### src/rtl/adder_tree_pkg.sv
// rtl/adder_tree_pkg.sv - sizing helpers shared by the pipelined adder tree
package adder_tree_pkg;

    // Number of reduction levels: ceil(log2(num_in)), never less than one.
    function automatic int tree_levels(input int num_in);
        int l;
        l = 0;
        for (int i = 0; i < 32; i++) begin
            if ((1 << l) < num_in) l++;
        end
        return (l < 1) ? 1 : l;
    endfunction

    // Operand count after k levels of pairwise reduction.
    function automatic int level_count(input int num_in, input int k);
        int m;
        m = num_in;
        for (int i = 0; i < k; i++) m = (m + 1) / 2;
        return m;
    endfunction

    // Full-precision width of the final sum.
    function automatic int sum_width(input int n, input int num_in);
        return n + tree_levels(num_in);
    endfunction

    // Bit offset of level k's operands inside the flat inter-level bus;
    // level j holds level_count(num_in, j) operands of n+j bits.
    function automatic int level_offset(input int n, input int num_in, input int k);
        int off;
        off = 0;
        for (int j = 0; j < k; j++) off += level_count(num_in, j) * (n + j);
        return off;
    endfunction

endpackage

### src/rtl/adder_tree_level.sv
// rtl/adder_tree_level.sv - one registered pairwise reduction level
module adder_tree_level
    import adder_tree_pkg::*;
#(
    parameter int M_IN   = 8,
    parameter int W_IN   = 16,
    parameter int SIGNED = 0,
    localparam int M_OUT = level_count(M_IN, 1),
    localparam int W_OUT = W_IN + 1
) (
    input  logic                   clk,
    input  logic                   rst,
    input  logic                   en,
    input  logic                   valid_i,
    input  logic [M_IN*W_IN-1:0]   data_i,
    output logic                   valid_o,
    output logic [M_OUT*W_OUT-1:0] data_o
);

    logic [M_OUT*W_OUT-1:0] sum_d;
    logic [M_OUT*W_OUT-1:0] data_q;
    logic                   valid_q;

    for (genvar j = 0; j < M_OUT; j++) begin : g_pair
        logic [W_IN-1:0]  a_raw;
        logic [W_OUT-1:0] a_ext;

        assign a_raw = data_i[2*j*W_IN +: W_IN];
        assign a_ext = (SIGNED != 0) ? {a_raw[W_IN-1], a_raw} : {1'b0, a_raw};

        if (2*j + 1 < M_IN) begin : g_add
            logic [W_IN-1:0]  b_raw;
            logic [W_OUT-1:0] b_ext;

            assign b_raw = data_i[(2*j+1)*W_IN +: W_IN];
            assign b_ext = (SIGNED != 0) ? {b_raw[W_IN-1], b_raw} : {1'b0, b_raw};

            n_bit_adder #(
                .N (W_OUT)
            ) u_add (
                .a_i   (a_ext),
                .b_i   (b_ext),
                .sum_o (sum_d[j*W_OUT +: W_OUT])
            );
        end else begin : g_pass
            // Odd leftover operand: widen and forward untouched.
            assign sum_d[j*W_OUT +: W_OUT] = a_ext;
        end
    end

    // Level register: data loads on every enabled cycle, valid tracks the bubble pattern.
    always_ff @(posedge clk) begin
        if (rst) begin
            valid_q <= 1'b0;
            data_q  <= '0;
        end else if (en) begin
            valid_q <= valid_i;
            data_q  <= sum_d;
        end
    end

    assign valid_o = valid_q;
    assign data_o  = data_q;

endmodule

### src/rtl/n_bit_adder.sv
// rtl/n_bit_adder.sv - plain N-bit two-operand adder
module n_bit_adder #(
    parameter int N = 16
) (
    input  logic [N-1:0] a_i,
    input  logic [N-1:0] b_i,
    output logic [N-1:0] sum_o
);

    // Callers pre-extend operands, so the carry out is never needed.
    assign sum_o = a_i + b_i;

endmodule

### src/rtl/pipelined_adder_tree.sv
// rtl/pipelined_adder_tree.sv - fully pipelined multi-operand adder with valid/ready
module pipelined_adder_tree
    import adder_tree_pkg::*;
#(
    parameter int N      = 16,
    parameter int NUM_IN = 8,
    parameter int SIGNED = 0,
    localparam int L     = tree_levels(NUM_IN),
    localparam int SW    = sum_width(N, NUM_IN)
) (
    input  logic                clk,
    input  logic                rst,
    input  logic                in_valid,
    output logic                in_ready,
    input  logic [NUM_IN*N-1:0] in_data,
    output logic                out_valid,
    input  logic                out_ready,
    output logic [SW-1:0]       out_sum
);

    localparam int BUS_W = level_offset(N, NUM_IN, L + 1);

    // Flat bus holding every level's operands back to back; slice 0 is the input vector.
    logic [BUS_W-1:0] bus;
    logic [L:0]       vld;
    logic             en;

    // Whole pipeline advances together unless the output is full and blocked.
    assign en       = out_ready | ~out_valid;
    assign in_ready = en;

    assign bus[level_offset(N, NUM_IN, 0) +: NUM_IN*N] = in_data;
    assign vld[0] = in_valid;

    for (genvar k = 1; k <= L; k++) begin : g_lvl
        localparam int M_IN    = level_count(NUM_IN, k - 1);
        localparam int M_OUT   = level_count(NUM_IN, k);
        localparam int W_IN    = N + k - 1;
        localparam int OFF_IN  = level_offset(N, NUM_IN, k - 1);
        localparam int OFF_OUT = level_offset(N, NUM_IN, k);

        adder_tree_level #(
            .M_IN   (M_IN),
            .W_IN   (W_IN),
            .SIGNED (SIGNED)
        ) u_level (
            .clk     (clk),
            .rst     (rst),
            .en      (en),
            .valid_i (vld[k-1]),
            .data_i  (bus[OFF_IN +: M_IN*W_IN]),
            .valid_o (vld[k]),
            .data_o  (bus[OFF_OUT +: M_OUT*(W_IN+1)])
        );
    end

    // The last level register doubles as the output register.
    assign out_valid = vld[L];
    assign out_sum   = bus[level_offset(N, NUM_IN, L) +: SW];

endmodule

### config.mk
export PLATFORM = sky130hd
export DESIGN_NAME = pipelined_adder_tree
export DESIGN_NICKNAME = d
export VERILOG_FILES = /design/src/rtl/adder_tree_pkg.sv /design/src/rtl/adder_tree_level.sv /design/src/rtl/n_bit_adder.sv /design/src/rtl/pipelined_adder_tree.sv
export SDC_FILE = /design/constraint.sdc
export NUM_CORES = 1
export LEC_CHECK = 0
export CAP_MARGIN = 25
export CORE_ASPECT_RATIO = 0.75
export CORE_UTILIZATION = 45
export DETAILED_ROUTE_END_ITERATION = 8
export PLACE_DENSITY = 0.78
export SYNTH_ARGS = -nofsm -noshare
export SYNTH_HDL_FRONTEND = slang
export SYNTH_SLANG_ARGS = --single-unit
### constraint.sdc
create_clock -name clk -period 5.3 [get_ports clk]
set_clock_uncertainty 0.05 [all_clocks]
set_input_delay 1.06 -clock clk [delete_from_list [all_inputs] [get_ports clk]]
set_output_delay 1.06 -clock clk [all_outputs]
set_load 0.02 [all_outputs]
==> impl_metrics.tcl <==
set metrics [dict create \
    drv_cap 0 \
    port_buffers 152 \
    fin_cells 1537 \
    cp-end-kind "flip-flop" \
    yosys_register_bits 126 \
    hold_class "reg -> reg" \
    cts_setup_buffers 0 \
    leakage_nw 4.85 \
    initial_utilization 0.467 \
    root_buffer "clkbuf_16" \
    tightest_slew_ps 772 \
    clock_latency_ps 420 \
    synth_edf_count 0 \
    final-max-slew-violation-count 0 \
    grt_usage 0.216 \
    routed_wirelength_mm 22.7 \
    async_reset_ff_frac 0 \
    fin_area_um2 11400 \
    grt_pass1_wl_mm 37.6 \
    dr.pass1.iters 5 \
    clkSlewWorstSetupHoldPaths_ps 60 \
    dieArea_um2 21000 \
    placed_cell_area_um2 10800 \
    fin_crit_sh 0.687 \
    cts.sinks 126 \
    hold_start "g_lvl[3].u_level.data_o[9]" \
    p_per_area_nw_per_um2 323 \
    grt_setup_unrepaired "false" \
    htreeDepth 4 \
    antenna_found_initial 0 \
    fmax_ghz 0.275 \
    yosysWarnings 0 \
    syn-instance-count 1152 \
    io_pins 153 \
    reg2reg_from "g_lvl[1].u_level.data_o[34]" \
    path_class "in -> reg" \
    gr-total-overflow 0 \
    die-height_um 126 \
    drive_gt1_frac 0.0397 \
    ys_seq_area_frac 0.274 \
    nets 1526 \
    ctsResizeCount 0 \
    diodes 0 \
    cp-start-kind "input pin" \
    syn_area_um2 9200 \
    grt_max_degree 75 \
    num_vias 8632 \
    holdPathStages 2 \
    hold_viol_final 0 \
    ant_nets 0 \
    r2r_end "g_lvl[2].u_level.data_o[34]" \
    rows 44 \
    dr.first_iter.drc_count 574 \
    period_needed_ps 3640 \
    tritoncts "done" \
    cp.arrival_ps 3860 \
    worstRegToRegCells 9 \
    drc_errors 0 \
    gp_congestion 0.893 \
    ctsLongestPathBuffers 2 \
    wl_per_cell_um 14.7 \
    syn_avg_cell_area_um2 7.99 \
    outcome "complete, no violations" \
    dp_hpwl_mm 16.8 \
    ys_types 62 \
    synth_top_flop_cell "dfxtp_1" \
    syn2layout_area_growth_pct 24.0 \
    viasPerCell 5.62 \
    place_inst 1505 \
    die-width_um 167 \
    setup-tns-final_ps 0 \
    synth.net_count 1407 \
    rrSetupSlack_ps 2390 \
    cp_data_required_time_ps 5520 \
    first_global_vias 7928 \
    cp_max_fo 3 \
    cts_hold_buf 0 \
    holdPathEnd "g_lvl[3].u_level.data_o[9]" \
    numCtsBuffers 17 \
    finalSetupViolCount 0 \
    coreArea_um2 19700 \
    vdd_drop_max_mv 0.251 \
    slew_headroom 0.486 \
]
## per-layer routing
layer / global-route usage / routed length (µm) / vias up
li1: - / - / 4415
met1: 0.315 / 11700 / 3971
met2: 0.327 / 9480 / 230
met3: 0.0519 / 1300 / 16
met4: 0.0332 / 163 / 0
met5: 0 / 0 / -
## synth_stat cells, types with 6 or more instances
| master | n | share of area |
|---|---|---|
| or3_1 | 10 | 0.0068 |
| ha_1 | 116 | 0.16 |
| nor3_1 | 25 | 0.014 |
| o21a_1 | 21 | 0.017 |
| nor2b_1 | 7 | 0.0048 |
| nand2_1 | 174 | 0.071 |
| buf_4 | 19 | 0.016 |
| dfxtp_1 | 126 | 0.27 |
| xor2_1 | 29 | 0.028 |
| a21oi_1 | 123 | 0.067 |
| o21ai_0 | 84 | 0.046 |
| a31oi_1 | 14 | 0.0095 |
| o21bai_1 | 8 | 0.0065 |
| buf_1 | 6 | 0.0024 |
| nor4_1 | 6 | 0.0041 |
| a21o_1 | 26 | 0.021 |
| fa_1 | 7 | 0.015 |
| clkbuf_1 | 34 | 0.014 |
| xnor2_1 | 45 | 0.043 |
| nand2b_1 | 13 | 0.0088 |
| nor2_1 | 78 | 0.032 |
| and2_1 | 8 | 0.0054 |
| inv_1 | 21 | 0.0086 |
| o31ai_1 | 7 | 0.0057 |
| nand3_1 | 18 | 0.0098 |
| a211oi_1 | 40 | 0.033 |
| nand4_1 | 8 | 0.0054 |
| o211ai_1 | 10 | 0.0082 |
## cell families (layout without fill, tap and decap cells)
| family | after synthesis | count (layout) | share of synthesized area |
|---|---|---|---|
| simple gates | 365 | 365 | 0.176 |
| compound gates | 381 | 381 | 0.263 |
| flops | 126 | 126 | 0.274 |
| fa+ha+maj | 123 | 123 | 0.173 |
| buf+inv | 80 | 212 | 0.0404 |
| mux | 3 | 3 | 0.00326 |
| xor+xnor | 74 | 74 | 0.0704 |
## critical path, stage by stage
cell             delay [ps]
clkdlybuf4s50_1         400
ha_1                    240
fa_1                    430
a211oi_1                250
nor2_1                  110
o22a_1                  270
a31oi_1                 370
a21oi_1                 160
a2111oi_0               480
nor4_1                   80
## stage by stage
step / setup WS [ps] / hold slack (ps) / total power [mW] / utilization
global placement: 1360 / 383 / 2.46 / 0.548
detailed placement: 1230 / 392 / 2.49 / 0.548
global route: 1470 / 417 / 3.91 / 0.579
CTS: 1660 / 400 / 3.69 / 0.579
floorplan: 2090 / 373 / 2.14 / -
finish: 1660 / 398 / 3.69 / 0.579
## worst max-delay path by stage
| stage | start | endpoint | slack, ps | depth (start not counted) |
|---|---|---|---|---|
| floorplan | in_data[0] | g_lvl[1].u_level.data_o[14] | 2090 | 9 |
| detailed placement | in_data[32] | g_lvl[1].u_level.data_o[33] | 1230 | 10 |
| CTS | in_data[32] | g_lvl[1].u_level.data_o[33] | 1660 | 10 |
| global placement | in_data[32] | g_lvl[1].u_level.data_o[33] | 1360 | 10 |
| finish | in_data[32] | g_lvl[1].u_level.data_o[33] | 1660 | 10 |
| global route | in_data[32] | g_lvl[1].u_level.data_o[33] | 1470 | 10 |
## placed cells by master, fill, tap and decap left out, drive strengths merged, types with 5 or more instances in the layout
cell / n
inv: 20
o31ai: 7
ha: 116
fa: 7
nor4: 6
and2: 8
nand4: 8
xor2: 29
o21ai: 88
nor2: 78
a21oi: 123
a21o: 26
buf: 8
xnor2: 45
o211ai: 10
a2111oi: 5
clkinv: 5
nand3: 18
or3: 10
and3: 5
nor3: 25
nor2b: 7
clkdlybuf4s50: 151
a31oi: 14
clkbuf: 22
nand2: 174
o21bai: 8
dfxtp: 126
a211oi: 40
o21a: 21
nand2b: 13
## sequential cells by signal (all words and copies together) (netlist names)
name / cells
g_lvl.u_level.data_o: 123
g_lvl.u_level.valid_o: 3
## final cells by class
type                       count  area [µm²]
clock buffer                  22         474
inverter                      21        80.1
tap                          253         317
sequential                   126        2520
multi-input combinational    946        6310
fill                        1778        8300
clock inverter                10         136
timing repair buffer         159        1570
## power by group
group | switching, mW | internal (mW)
combinational | 0.673 | 0.613
sequential | 0.0975 | 1.11
clock | 0.424 | 0.775
Note: power is estimated with default switching activity, not from simulation.
